## src/rtl/alu_pkg.sv

```systemverilog
// Shared ALU/divider definitions: ALU selector codes, divider FSM states,
// and the divider iteration-counter width helper.
package alu_pkg;

  localparam logic [2:0] ALU_ADD = 3'd0;
  localparam logic [2:0] ALU_SUB = 3'd1;
  localparam logic [2:0] ALU_NOT = 3'd2;
  localparam logic [2:0] ALU_AND = 3'd3;
  localparam logic [2:0] ALU_OR  = 3'd4;
  localparam logic [2:0] ALU_XOR = 3'd5;
  localparam logic [2:0] ALU_SLT = 3'd6;
  localparam logic [2:0] ALU_EQ  = 3'd7;

  typedef enum logic [1:0] {
    IDLE = 2'd0,
    CALC = 2'd1,
    DONE = 2'd2
  } div_state_t;

  // DIV_CNT_W: bits needed to hold the counter value WIDTH
  function automatic int div_cnt_w(input int width);
    return $clog2(width + 1);
  endfunction

endpackage

```

## src/rtl/alu_div_step.sv

```systemverilog
// One restoring division step: shift in a dividend bit, trial-subtract.
// Ports: rem (partial remainder), bit_in, divisor -> rem_next, q_bit.
module alu_div_step
  import alu_pkg::*;
#(
  parameter int WIDTH = 4
) (
  input  logic [WIDTH-1:0] rem,
  input  logic             bit_in,
  input  logic [WIDTH-1:0] divisor,
  output logic [WIDTH-1:0] rem_next,
  output logic             q_bit
);

  logic [WIDTH:0]   shifted;
  logic [WIDTH+1:0] diff;
  logic             borrow;

  assign shifted = {rem, bit_in};
  assign diff    = {1'b0, shifted} - {2'b00, divisor};
  // Same borrow sense as the ALU subtract: 1 means shifted < divisor
  assign borrow  = diff[WIDTH+1];
  assign q_bit   = ~borrow;
  // Either branch is below divisor, so the top bit is always zero
  assign rem_next = borrow ? shifted[WIDTH-1:0] : diff[WIDTH-1:0];

endmodule

```

## src/rtl/alu_divider.sv

```systemverilog
// Multi-cycle restoring divider with valid/ready request/response.
// Ports: clk, rst_n, in_valid/in_ready, dividend, divisor, [is_signed],
//   out_valid/out_ready, quotient, remainder, div_by_zero, busy.
// Macro ALU_DIVIDER_SIGNED_EN adds is_signed and signed fix-up.
module alu_divider
  import alu_pkg::*;
#(
  parameter int WIDTH = 4
) (
  input  logic             clk,
  input  logic             rst_n,
  input  logic             in_valid,
  output logic             in_ready,
  input  logic [WIDTH-1:0] dividend,
  input  logic [WIDTH-1:0] divisor,
`ifdef ALU_DIVIDER_SIGNED_EN
  input  logic             is_signed,
`endif
  output logic             out_valid,
  input  logic             out_ready,
  output logic [WIDTH-1:0] quotient,
  output logic [WIDTH-1:0] remainder,
  output logic             div_by_zero,
  output logic             busy
);

  localparam int CW = div_cnt_w(WIDTH);

  div_state_t       state;
  logic [WIDTH-1:0] rem_q;
  logic [WIDTH-1:0] q_q;
  logic [WIDTH-1:0] dsr_q;
  logic [CW-1:0]    cnt;

  logic [WIDTH-1:0] rem_next;
  logic             q_bit;
  logic [WIDTH-1:0] q_next;

  logic [WIDTH-1:0] a_op;
  logic [WIDTH-1:0] b_op;
  logic             ovf;
  logic [WIDTH-1:0] q_fix;
  logic [WIDTH-1:0] r_fix;

`ifdef ALU_DIVIDER_SIGNED_EN
  logic neg_q;
  logic neg_r;
  logic sn_q;
  logic sn_r;
`endif

  assign in_ready = (state == IDLE);
  assign busy     = (state != IDLE);

  alu_div_step #(.WIDTH(WIDTH)) u_step (
    .rem      (rem_q),
    .bit_in   (q_q[WIDTH-1]),
    .divisor  (dsr_q),
    .rem_next (rem_next),
    .q_bit    (q_bit)
  );

  assign q_next = {q_q[WIDTH-2:0], q_bit};

  // Operand preparation: magnitudes and overflow detect for signed
  always_comb begin
    a_op = dividend;
    b_op = divisor;
    ovf  = 1'b0;
`ifdef ALU_DIVIDER_SIGNED_EN
    sn_q = 1'b0;
    sn_r = 1'b0;
    if (is_signed) begin
      sn_r = dividend[WIDTH-1];
      sn_q = dividend[WIDTH-1] ^ divisor[WIDTH-1];
      a_op = dividend[WIDTH-1] ? -dividend : dividend;
      b_op = divisor[WIDTH-1] ? -divisor : divisor;
      ovf  = (dividend == {1'b1, {(WIDTH-1){1'b0}}})
           && (&divisor);
    end
`endif
  end

  // Sign fix-up applied on the final step, on the way into DONE
  always_comb begin
    q_fix = q_next;
    r_fix = rem_next;
`ifdef ALU_DIVIDER_SIGNED_EN
    if (neg_q) q_fix = -q_next;
    if (neg_r) r_fix = -rem_next;
`endif
  end

  always_ff @(posedge clk or negedge rst_n) begin
    if (!rst_n) begin
      state       <= IDLE;
      rem_q       <= '0;
      q_q         <= '0;
      dsr_q       <= '0;
      cnt         <= '0;
      quotient    <= '0;
      remainder   <= '0;
      div_by_zero <= 1'b0;
      out_valid   <= 1'b0;
`ifdef ALU_DIVIDER_SIGNED_EN
      neg_q       <= 1'b0;
      neg_r       <= 1'b0;
`endif
    end else begin
      unique case (state)
        IDLE: begin
          if (in_valid) begin
            if (divisor == '0) begin
              quotient    <= '1;
              remainder   <= dividend;
              div_by_zero <= 1'b1;
              out_valid   <= 1'b1;
              state       <= DONE;
            end else if (ovf) begin
              quotient    <= dividend;
              remainder   <= '0;
              div_by_zero <= 1'b0;
              out_valid   <= 1'b1;
              state       <= DONE;
            end else begin
              rem_q       <= '0;
              q_q         <= a_op;
              dsr_q       <= b_op;
              cnt         <= CW'(WIDTH);
              div_by_zero <= 1'b0;
`ifdef ALU_DIVIDER_SIGNED_EN
              neg_q       <= sn_q;
              neg_r       <= sn_r;
`endif
              state       <= CALC;
            end
          end
        end
        CALC: begin
          rem_q <= rem_next;
          q_q   <= q_next;
          cnt   <= cnt - 1'b1;
          if (cnt == CW'(1)) begin
            quotient  <= q_fix;
            remainder <= r_fix;
            out_valid <= 1'b1;
            state     <= DONE;
          end
        end
        DONE: begin
          if (out_ready) begin
            out_valid <= 1'b0;
            state     <= IDLE;
          end
        end
        default: state <= IDLE;
      endcase
    end
  end

endmodule

```

## config.mk

```make
export PLATFORM = sky130hd
export DESIGN_NAME = alu_divider
export DESIGN_NICKNAME = d
export VERILOG_FILES = /design/src/rtl/alu_pkg.sv /design/src/rtl/alu_div_step.sv /design/src/rtl/alu_divider.sv
export SDC_FILE = /design/constraint.sdc
export NUM_CORES = 1
export LEC_CHECK = 0
export CAP_MARGIN = 5
export CELL_PAD_IN_SITES_DETAIL_PLACEMENT = 0
export CELL_PAD_IN_SITES_GLOBAL_PLACEMENT = 1
export CORE_MARGIN = 2
export CORE_UTILIZATION = 35
export CTS_BUF_LIST = sky130_fd_sc_hd__clkbuf_4 sky130_fd_sc_hd__clkbuf_8 sky130_fd_sc_hd__clkbuf_16
export DETAILED_ROUTE_END_ITERATION = 16
export PLACE_DENSITY = 0.73
export SETUP_SLACK_MARGIN = 0.15
export SLEW_MARGIN = 15
export SYNTH_ARGS = -nofsm -noshare
export SYNTH_HDL_FRONTEND = slang
export SYNTH_HIERARCHICAL = 1
export SYNTH_SLANG_ARGS = --single-unit
```

## constraint.sdc

```tcl
create_clock -name clk -period 2.1 [get_ports clk]
set_input_delay 0.42 -clock clk [delete_from_list [all_inputs] [get_ports clk]]
set_output_delay 0.42 -clock clk [all_outputs]
set_load 0.005 [all_outputs]
```

==> impl_metrics.py <==
metrics = {
    "place": {
        "dp_cells": 226,
        "pre_cts_slack_ns": -0.184,
        "place.port_buffers": 23,
        "dpl.hpwl_um": 2660,
        "routabilityCongestion": 0.767,
    },
    "status": {
        "violations": "negative setup slack",
        "status": "finished with violations",
    },
    "finish": {
        "antenna_cells": 0,
        "nFillCells": 372,
        "area_growth_from_synthesis_to_final_layout_pct": 39.4,
        "final_cells": 235,
        "share_of_final_layout_standard_cells_stronger_than_drive_strength_1": 0.303,
        "finalNetCount": 205,
    },
    "cts": {
        "cts_made_buffers": 3,
        "cts_hold_repair.buffers": 0,
        "clock-sinks": 27,
        "cts.reportedPaths.clkPinSlew_ns": 0.09,
        "cts_htree_levels": 1,
        "clock_latency_ns": 0.27,
        "tritoncts_clock_tree": "built",
        "ctsRootBufferMaster": "clkbuf_8",
        "clock_path_buffers": 2,
    },
    "floorplan": {
        "placement_rows": 23,
        "dieArea_sq_um": 4770,
        "floorplan.initialDensity": 0.368,
        "design.portCount": 24,
        "fp.coreArea_sq_um": 4030,
        "die-height_um": 69.1,
        "die_width_um": 69.1,
    },
    "routing": {
        "vias": 1193,
        "drt_iter0_markers": 52,
        "post_drt_via_cell_ratio": 5.08,
        "firstDrtPassIters": 4,
        "drt-total-wl_um": 3410,
        "drc": 0,
        "routed_wire_length_per_instance_um": 14.5,
        "antenna_violating_nets_post_route": 0,
    },
    "power": {
        "cell_internal_pwr_mw": 2.24,
        "max-vdd-ir-drop_mv": 0.548,
        "p_sw_frac": 0.360,
        "power_density_nw_per_um2": 1690,
        "switching_power_mw": 1.26,
        "static-leakage-power_nw": 0.906,
        "share_comb_of_total_power": 0.633,
        "pwr-share-seq": 0.282,
        "clockPowerShare": 0.085,
    },
    "global_routing": {
        "grt-ovfl-total": 0,
        "antenna_found_initial": 0,
        "grt_start_max_net_pins": 28,
        "grt_pass1_wl_um": 6150,
        "global_route.usage.total": 0.160,
        "grt_pass1_vias": 1304,
    },
    "synth": {
        "synthArstFlopShare": 1.00,
        "ys_seq_area_frac": 0.456,
        "synthMostInstantiatedCell": "dfrtp_1",
        "synth_edf_count": 0,
        "synth.cells.most_frequent": "27 x dfrtp_1, 15 x nor2_1, 11 x inv_1",
        "synth.cell_area_sq_um": 1480,
        "netlist_instances": 137,
        "synth-warning-count": 6,
        "mapped_nets": 156,
        "postSynthRegisterBits": 27,
        "synth_top_flop_cell": "dfrtp_1",
        "cell_taking_the_most_area_after_synthesis": "dfrtp_1",
        "dominant_cells_by_area_after_synthesis": "dfrtp_1 46%, ha_1 5.1%, mux2_2 4.6%",
        "synth.top_cell.area_share": 0.456,
        "synth_cell_types": 40,
        "avgSynthCellArea_sq_um": 10.8,
    },
    "sta": {
        "setup_viol_count_final": 3,
        "maxSlewViolCount": 0,
        "fin_crit_sh": 1.06,
        "fmaxAchievable_mhz": 448,
        "timing.final.crit_period_ns": 2.23,
        "setup-tns-final_ns": -0.360,
        "timing.clock.skew_ns": 0.00165,
        "timing_worst_slew_pin_value_ns": 0.429,
        "setup_ws_ns": -0.134,
        "worst_slew_margin_relative_to_its_limit": 0.714,
        "rsz0062_at_grt": "true",
        "final_hold_vio_count": 0,
    },
    "worst_setup_path": {
        "path_class": "reg -> reg",
        "critPathLaunchType": "register",
        "worstPathArrival_ns": 2.40,
        "critical_path_required_ns": 2.26,
        "crit_path_end_kind": "register",
        "cp_max_fo": 3,
    },
    "run": {
        "drv.max_cap_violation_count": 0,
    },
    "min_path": {
        "hold_path_class": "reg -> reg",
    },
}
[what timing repair did]
action / in CTS / in global routing
resized for setup: 8 / 8
buffers inserted: 3 / 2
pin swaps: 0 / 2
endpoints found under the setup margin: 8 / 14
[power by group through the flow]
stage | Sequential, mW | Combinational [mW] | Clock, mW
after floorplan | 0.914 | 1.21 | 0
after global placement | 0.957 | 1.83 | 0
after detailed placement | 0.978 | 1.88 | 0
after CTS | 0.973 | 2.10 | 0.311
after global routing | 1.03 | 2.44 | 0.326
final | 0.985 | 2.21 | 0.297
[metrics by stage]
| stage | instance area [sq um] | power (mW) | hold slack [ns] | util |
|---|---|---|---|---|
| after floorplan | 1490 | 2.13 | 0.124 | - |
| after global placement | 1910 | 2.78 | 0.463 | 0.475 |
| after detailed placement | 1910 | 2.85 | 0.475 | 0.475 |
| after CTS | 2020 | 3.38 | 0.498 | 0.502 |
| after global routing | 2070 | 3.79 | 0.537 | 0.513 |
| final | 2070 | 3.49 | 0.491 | 0.513 |
[logic make-up (layout without fill, tap and decap cells)]
group                    count (synthesis)  after routing  synth area share
flip-flops                              27             27             0.456
buffers and inverters                   16             64            0.0481
adder cells (fa/ha/maj)                  7              7            0.0641
AND/OR/NAND/NOR                         35             35             0.141
XOR/XNOR                                 1              1           0.00591
AO/OA/AOI/OAI                           35             35             0.154
multiplexers                            16             16             0.131
[registers in the layout (all words and copies together), names as in the netlist]
signal,flops
dsr_q,4
q_q,4
quotient,4
rem_q,4
remainder,4
cnt,3
state,2
div_by_zero,1
out_valid,1
[layer usage]
| metal | vias to the layer above | GRT usage | routed length, um |
|---|---|---|---|
| met5 | - | 0 | 0 |
| met4 | 0 | 0.0566 | 39 |
| met3 | 4 | 0.0190 | 39 |
| met2 | 13 | 0.291 | 1780 |
| met1 | 588 | 0.195 | 1540 |
| li1 | 588 | - | - |
[area by class of cell]
type	count	area [sq um]	share of cell area
clock buffers	3	41.3	0.0200
clock inverters	1	5.00	0.00242
inverters	11	41.3	0.0200
multi-input cells	94	810	0.392
flip-flops and latches	27	678	0.328
well taps	50	62.6	0.0303
repair buffers	49	429	0.208
[placed cells by master, fill, tap and decap left out, types with 2 or more instances in the layout]
cell type	count
clkdlybuf4s50_1	23
mux2_4	9
nor2_1	13
a22o_1	4
inv_2	2
nand2_1	2
ha_4	2
mux2_1	4
nand2b_1	2
clkbuf_8	3
ha_1	4
buf_4	25
dfrtp_2	2
a211oi_1	2
a21oi_1	8
a31oi_1	4
o21ai_1	2
inv_1	9
nor3_1	2
mux2_2	2
o21ai_0	8
nor2b_1	3
dfrtp_1	25
[worst paths after layout]
kind	start	slack, ns	cells past startpoint	end
min reg2reg	div_by_zero$_DFFE_PN0P_	0.49	2	div_by_zero$_DFFE_PN0P_
max reg2reg	dsr_q[1]$_DFFE_PN0P_	-0.13	8	remainder[2]$_DFFE_PN0P_
max in group asynchronous	rst_n	1.31	2	state[1]$_DFFE_PN0P_
min in group asynchronous	rst_n	0.51	2	q_q[1]$_DFFE_PN0P_
min	div_by_zero$_DFFE_PN0P_	0.49	2	div_by_zero$_DFFE_PN0P_
max	dsr_q[1]$_DFFE_PN0P_	-0.13	8	remainder[2]$_DFFE_PN0P_
[worst max-delay path: stages, from the launching register on]
cell	delay, ns
dfrtp_1	0.39
inv_2	0.08
ha_4	0.20
nor2b_4	0.12
o31a_1	0.28
nor3_4	0.21
mux2_4	0.34
mux2_4	0.26
mux2_4	0.26
(Power assumes the default switching activity.)
